`src/rtl/param_cache_ctrl.sv`:
```
// param_cache_ctrl: direct-mapped, write-back, write-allocate cache controller.
// One word per line. A single requester talks valid/ready and gets a one-cycle
// response pulse. A slower backing memory talks req/ack. Dirty victims are
// written back before the refill. A whole-cache invalidate is available in IDLE.
// Saturating hit/miss statistics are kept.
//
// Handshake semantics:
//   Requester side: a request transfers on a rising edge where req_valid and
//   req_ready are both high. req_ready is high only in IDLE with inv_all low.
//   resp_valid is a single-cycle pulse, and resp_hit/resp_rdata are meaningful
//   only while it is high.
//   Memory side: mem_req rises with mem_we/mem_addr/mem_wdata and holds them
//   stable until the edge where mem_ack is sampled high. mem_rdata is taken on
//   that same edge. mem_ack is ignored unless a memory phase is in progress.
module param_cache_ctrl #(
    parameter int ADDR_W  = 8,
    parameter int DATA_W  = 8,
    parameter int INDEX_W = 2,
    parameter int CNT_W   = 16
) (
    input  logic              clk,
    input  logic              rst,
    input  logic              req_valid,
    output logic              req_ready,
    input  logic              req_we,
    input  logic [ADDR_W-1:0] req_addr,
    input  logic [DATA_W-1:0] req_wdata,
    output logic              resp_valid,
    output logic [DATA_W-1:0] resp_rdata,
    output logic              resp_hit,
    input  logic              inv_all,
    output logic              mem_req,
    output logic              mem_we,
    output logic [ADDR_W-1:0] mem_addr,
    output logic [DATA_W-1:0] mem_wdata,
    input  logic              mem_ack,
    input  logic [DATA_W-1:0] mem_rdata,
    output logic [CNT_W-1:0]  hit_cnt,
    output logic [CNT_W-1:0]  miss_cnt,
    output logic [2:0]        dbg_state
);

    localparam int LINES = 1 << INDEX_W;
    localparam int TAG_W = ADDR_W - INDEX_W;

    typedef enum logic [2:0] {
        S_IDLE   = 3'd0,
        S_LOOKUP = 3'd1,
        S_WB     = 3'd2,
        S_REFILL = 3'd3,
        S_RESP   = 3'd4
    } state_t;

    state_t r_state;
    state_t w_next;

    // Latched request
    logic              r_we;
    logic [ADDR_W-1:0] r_addr;
    logic [DATA_W-1:0] r_wdata;

    // Line storage
    logic [LINES-1:0]  r_valid;
    logic [LINES-1:0]  r_dirty;
    logic [TAG_W-1:0]  r_tag  [LINES];
    logic [DATA_W-1:0] r_data [LINES];

    // Response and statistics
    logic              r_resp_hit;
    logic [DATA_W-1:0] r_resp_rdata;
    logic [CNT_W-1:0]  r_hit_cnt;
    logic [CNT_W-1:0]  r_miss_cnt;

    logic [INDEX_W-1:0] w_idx;
    logic [TAG_W-1:0]   w_tag;
    logic               w_hit;
    logic               w_victim_dirty;
    logic               w_accept;
    logic               w_mem_done;

    assign w_idx          = r_addr[INDEX_W-1:0];
    assign w_tag          = r_addr[ADDR_W-1:INDEX_W];
    assign w_hit          = r_valid[w_idx] && (r_tag[w_idx] == w_tag);
    assign w_victim_dirty = r_valid[w_idx] && r_dirty[w_idx];
    assign w_accept       = (r_state == S_IDLE) && req_valid && !inv_all;
    assign w_mem_done     = (r_state == S_REFILL) && mem_ack;

    // State register
    always_ff @(posedge clk) begin
        if (rst) begin
            r_state <= S_IDLE;
        end else begin
            r_state <= w_next;
        end
    end

    // Next-state logic and state-decoded outputs
    always_comb begin
        w_next     = r_state;
        req_ready  = 1'b0;
        resp_valid = 1'b0;
        mem_req    = 1'b0;
        mem_we     = 1'b0;
        mem_addr   = '0;
        mem_wdata  = '0;
        case (r_state)
            S_IDLE: begin
                req_ready = !inv_all;
                if (w_accept) begin
                    w_next = S_LOOKUP;
                end
            end
            S_LOOKUP: begin
                if (w_hit) begin
                    w_next = S_RESP;
                end else if (w_victim_dirty) begin
                    w_next = S_WB;
                end else begin
                    w_next = S_REFILL;
                end
            end
            S_WB: begin
                mem_req   = 1'b1;
                mem_we    = 1'b1;
                mem_addr  = {r_tag[w_idx], w_idx};
                mem_wdata = r_data[w_idx];
                if (mem_ack) begin
                    w_next = S_REFILL;
                end
            end
            S_REFILL: begin
                mem_req  = 1'b1;
                mem_addr = r_addr;
                if (mem_ack) begin
                    w_next = S_RESP;
                end
            end
            S_RESP: begin
                resp_valid = 1'b1;
                w_next     = S_IDLE;
            end
            default: begin
                w_next = S_IDLE;
            end
        endcase
    end

    // Capture the request on the accept edge
    always_ff @(posedge clk) begin
        if (rst) begin
            r_we    <= 1'b0;
            r_addr  <= '0;
            r_wdata <= '0;
        end else if (w_accept) begin
            r_we    <= req_we;
            r_addr  <= req_addr;
            r_wdata <= req_wdata;
        end
    end

    // Valid/dirty bits: reset, invalidate, write-hit marking, install on refill
    always_ff @(posedge clk) begin
        if (rst) begin
            r_valid <= '0;
            r_dirty <= '0;
        end else if ((r_state == S_IDLE) && inv_all) begin
            r_valid <= '0;
            r_dirty <= '0;
        end else if ((r_state == S_LOOKUP) && w_hit && r_we) begin
            r_dirty[w_idx] <= 1'b1;
        end else if (w_mem_done) begin
            r_valid[w_idx] <= 1'b1;
            r_dirty[w_idx] <= r_we;
        end
    end

    // Tag/data arrays need no reset: contents are qualified by r_valid
    always_ff @(posedge clk) begin
        if ((r_state == S_LOOKUP) && w_hit && r_we) begin
            r_data[w_idx] <= r_wdata;
        end else if (w_mem_done) begin
            r_tag[w_idx]  <= w_tag;
            r_data[w_idx] <= r_we ? r_wdata : mem_rdata;
        end
    end

    // Response word and hit flag, prepared before the RESP cycle
    always_ff @(posedge clk) begin
        if (rst) begin
            r_resp_hit   <= 1'b0;
            r_resp_rdata <= '0;
        end else if (r_state == S_LOOKUP) begin
            r_resp_hit   <= w_hit;
            r_resp_rdata <= r_we ? r_wdata : r_data[w_idx];
        end else if (w_mem_done) begin
            r_resp_rdata <= r_we ? r_wdata : mem_rdata;
        end
    end

    // Saturating statistics, bumped once per completed transaction
    always_ff @(posedge clk) begin
        if (rst) begin
            r_hit_cnt  <= '0;
            r_miss_cnt <= '0;
        end else if (r_state == S_RESP) begin
            if (r_resp_hit) begin
                if (r_hit_cnt != {CNT_W{1'b1}}) begin
                    r_hit_cnt <= r_hit_cnt + 1'b1;
                end
            end else begin
                if (r_miss_cnt != {CNT_W{1'b1}}) begin
                    r_miss_cnt <= r_miss_cnt + 1'b1;
                end
            end
        end
    end

    assign resp_hit   = r_resp_hit;
    assign resp_rdata = r_resp_rdata;
    assign hit_cnt    = r_hit_cnt;
    assign miss_cnt   = r_miss_cnt;
    assign dbg_state  = r_state;

endmodule

```
`config.mk`:
```
export PLATFORM = sky130hd
export DESIGN_NAME = param_cache_ctrl
export DESIGN_NICKNAME = d
export VERILOG_FILES = /design/src/rtl/param_cache_ctrl.sv
export SDC_FILE = /design/constraint.sdc
export NUM_CORES = 1
export LEC_CHECK = 0
export ABC_AREA = 1
export ABC_CLOCK_PERIOD_IN_PS = 2300
export CORE_ASPECT_RATIO = 1.75
export CORE_MARGIN = 1.5
export CORE_UTILIZATION = 60
export DETAILED_ROUTE_END_ITERATION = 7
export DONT_BUFFER_PORTS = 1
export PLACE_DENSITY = 0.76
export SETUP_SLACK_MARGIN = 0.02
export SLEW_MARGIN = 0
export SYNTH_ARGS = -nofsm -noshare
export SYNTH_HDL_FRONTEND = slang
export SYNTH_SLANG_ARGS = --single-unit
export TNS_END_PERCENT = 1
```
`constraint.sdc`:
```
create_clock -name clk -period 2.3 [get_ports clk]
set_input_delay 0.23 -clock clk [delete_from_list [all_inputs] [get_ports clk]]
set_output_delay 0.23 -clock clk [all_outputs]
set_load 0.05 [all_outputs]
```
==> impl_metrics.py <==
metrics = {
    "global_routing": {
        "grt_pass1_vias": 4859,
        "gr-total-overflow": 0,
        "grt_max_degree": 28,
        "antenna_found_initial": 0,
        "track_usage": 0.293,
        "grt_pass1_wl_um": 23300,
    },
    "floorplan": {
        "die-height_um": 133,
        "dieArea_mm2": 0.0102,
        "rows": 47,
        "pin_count": 94,
        "die_w_um": 77.1,
        "initial_utilization": 0.612,
        "core_area_mm2": 0.00941,
    },
    "critical_path": {
        "cp-endpoint": "mem_addr[7]",
        "startpoint_type": "register",
        "r2r-end": "r_data[2][2]",
        "worst-r2r-setup-slack_ns": 0.18,
        "cp_max_fo": 13,
        "reg2reg_depth": 12,
        "end_kind": "output pin",
        "crit_type": "reg -> out",
        "worstPathArrival_ns": 1.92,
        "cp.required_ns": 2.07,
        "startpoint": "dbg_state[2]",
    },
    "placement": {
        "dp_hpwl_um": 10400,
        "postPlaceCellArea_mm2": 0.00639,
        "gp_congestion": 0.880,
        "numPortBuffers": 0,
    },
    "clock_tree": {
        "cts_tree": "yes",
        "clock_latency_ns": 0.41,
        "cts_buffers": 17,
        "cts-root-buf": "clkbuf_16",
        "clk_pin_slew_ns": 0.06,
        "cts_setup_buffers": 0,
        "cts.sinks": 127,
        "clock_path_buffers": 2,
        "cts.htree.levels": 4,
    },
    "yosys": {
        "yosys-top-cells-area": "edfxtp_1 (29%), dfxtp_1 (25%), nand2_1 (7.4%), o21ai_0 (6.1%), inv_1 (5.4%)",
        "avgSynthCellArea_um2": 8.53,
        "synthAdderAreaFrac": 0.00434,
        "yosys_warnings": 0,
        "synth_top_family_by_area": "simple AND/OR/NAND/NOR gates",
        "muxShareOfSynthArea": 0,
        "yosys.area.top_type": "edfxtp_1",
        "synth_xor_area_frac": 0.00304,
        "ys_seq_area_frac": 0.538,
        "synth_cell_type_count": 41,
        "synth_nets": 708,
        "synth_compound_area_frac": 0.159,
        "syn_inst": 676,
        "netlist_area_mm2": 0.00576,
        "yosys.area_share.simple": 0.213,
        "ys_ff_latch": 127,
        "yosysTopAreaCellShare": 0.292,
    },
    "power": {
        "powerDensity_mw_per_mm2": 986,
        "ir_worst_vdd_v": 0.000678,
        "total_leakage_power_nw": 2.65,
        "power.total_w": 0.00689,
    },
    "routing": {
        "postRouteAntennaNets": 0,
        "wl_per_cell_um": 16.4,
        "wl_um": 14300,
        "drc": 0,
        "route.vias.total": 5019,
        "firstDrtPassIters": 5,
        "drt_iter0_drc": 491,
        "viasPerCell": 5.76,
    },
    "timing": {
        "finalCriticalPeriod_ns": 2.15,
        "slew_headroom": 0.457,
        "period_share": 0.934,
        "rsz0062_at_grt": "true",
        "slew_viol_final": 0,
        "setup_viol": 0,
        "timing_hold_violations_final": 0,
        "finClkSkew_ns": 0.00988,
        "worstMarginPinSlew_ns": 0.812,
        "fmax_mhz": 466,
    },
    "cells_and_area": {
        "area_growth_pct": 21.3,
        "nets": 769,
        "drive_gt1_frac": 0.201,
        "final_area_mm2": 0.00699,
        "antenna_cells": 0,
    },
    "outcome": {
        "status": "finished clean",
    },
    "flow_run": {
        "max_cap_violations": 0,
    },
    "worst_hold_path": {
        "hold_class": "in -> reg",
    },
}
report_power, final:
part           switching (W)  internal, W  total [W]
clock network        0.00101      0.00149    0.00250
registers           0.000345      0.00254    0.00288
logic                0.00103     0.000474    0.00151
logic make-up (layout without fill, tap and decap cells):
family,Yosys count,count (layout)
xor+xnor,2,2
fa+ha+maj,2,2
compound gates,153,153
simple gates,280,280
buf+inv,112,186
flops,127,127
flip-flops by register name, indices dropped and copies added (netlist names), named ones only:
signal and flops:
r_data 32, r_tag 24, hit_cnt 16, miss_cnt 16, r_addr 8, r_wdata 8
resp_rdata 8, r_dirty 4, r_valid 4, dbg_state 3, r_we 1, resp_hit 1
cells in the final DEF (no fill, tap or decap), types with 4 or more instances in the layout:
cell type,synthesis,final
o311ai_0,6,6
nand4_1,5,5
nor2_2,3,5
clkinvlp_4,0,9
inv_2,4,6
o21ai_0,70,69
nor3_1,20,20
nand3_1,36,36
nand2_2,7,7
nor2_1,81,70
nand2_1,113,113
a31oi_1,4,4
dfxtp_1,71,68
buf_4,2,63
nand3_2,4,4
o22a_1,8,8
edfxtp_1,56,56
o221a_2,8,8
nor2_4,0,9
inv_1,83,78
clkbuf_16,0,17
a21oi_1,38,38
how the worst min path moves through the flow:
stage | end | from | slack (ns) | depth (start not counted)
after floorplan | dbg_state[1] | mem_ack | 0.40 | 3
after global placement | dbg_state[1] | rst | 0.30 | 1
after detailed placement | dbg_state[1] | rst | 0.30 | 1
after CTS | r_wdata[3] | req_wdata[3] | 0.01 | 2
after global routing | r_wdata[7] | req_wdata[7] | 0.02 | 2
final | r_wdata[3] | req_wdata[3] | 0.02 | 2
Yosys cell counts, drive strengths merged:
cell	count
o21bai	1
nor4	3
nand2	120
ha	2
nand4	5
and3	1
nand3	40
o22a	8
o221a	8
a221oi	1
a21oi	39
xnor2	1
o21ai	71
nor3b	3
o311ai	8
clkbuf	14
dfxtp	71
o22ai	7
o21a	3
xor2	1
nand3b	1
buf	11
inv	87
a31oi	4
edfxtp	56
or2	1
nor2	84
nor3	22
a211oi	3
cell type report:
type / count / area (µm²)
fill: 687 / 2420
inverter: 87 / 338
timing repair buffer: 67 / 524
clock inverter: 15 / 138
multi-input combinational: 437 / 2310
sequential: 127 / 3110
clock buffer: 17 / 425
tap: 122 / 153
worst max-delay path, cell delays in order (launching register included):
cell and delay, ns:
dfxtp_2 0.40, inv_1 0.09, nand2_1 0.10, buf_4 0.17
nor2_4 0.04, inv_1 0.07, buf_6 0.26, o22ai_2 0.15
buf_4 0.21
metal layers:
| layer | part of all wire | vias up | wire length [µm] | global-route usage |
|---|---|---|---|---|
| met1 | 0.38 | 2340 | 5440 | 0.319 |
| met5 | 0 | - | 0 | 0 |
| met4 | 0.026 | 0 | 369 | 0.105 |
| met3 | 0.058 | 37 | 825 | 0.0883 |
| li1 | - | 2431 | - | - |
| met2 | 0.54 | 211 | 7650 | 0.533 |
per-stage QoR:
step	setup WS (ns)	instances	utilization	setup TNS, ns	hold slack, ns
2_1_floorplan	-0.0246	676	-	-0.0492	0.397
3_5_place_dp	0.0664	838	0.679	0	0.302
3_3_place_gp	0.221	838	0.679	0	0.298
5_1_grt	-0.0158	872	0.743	-0.0941	0.0212
4_1_cts	0.0312	872	0.741	0	0.0104
6_report	0.153	872	0.743	0	0.0161
repair_timing:
item,in CTS,in global routing
setup endpoints to repair,3,81
gates resized for setup,1,8
hold buffers,2,0
hold endpoints to repair,19,0
Power figures use the tool's default switching activity.
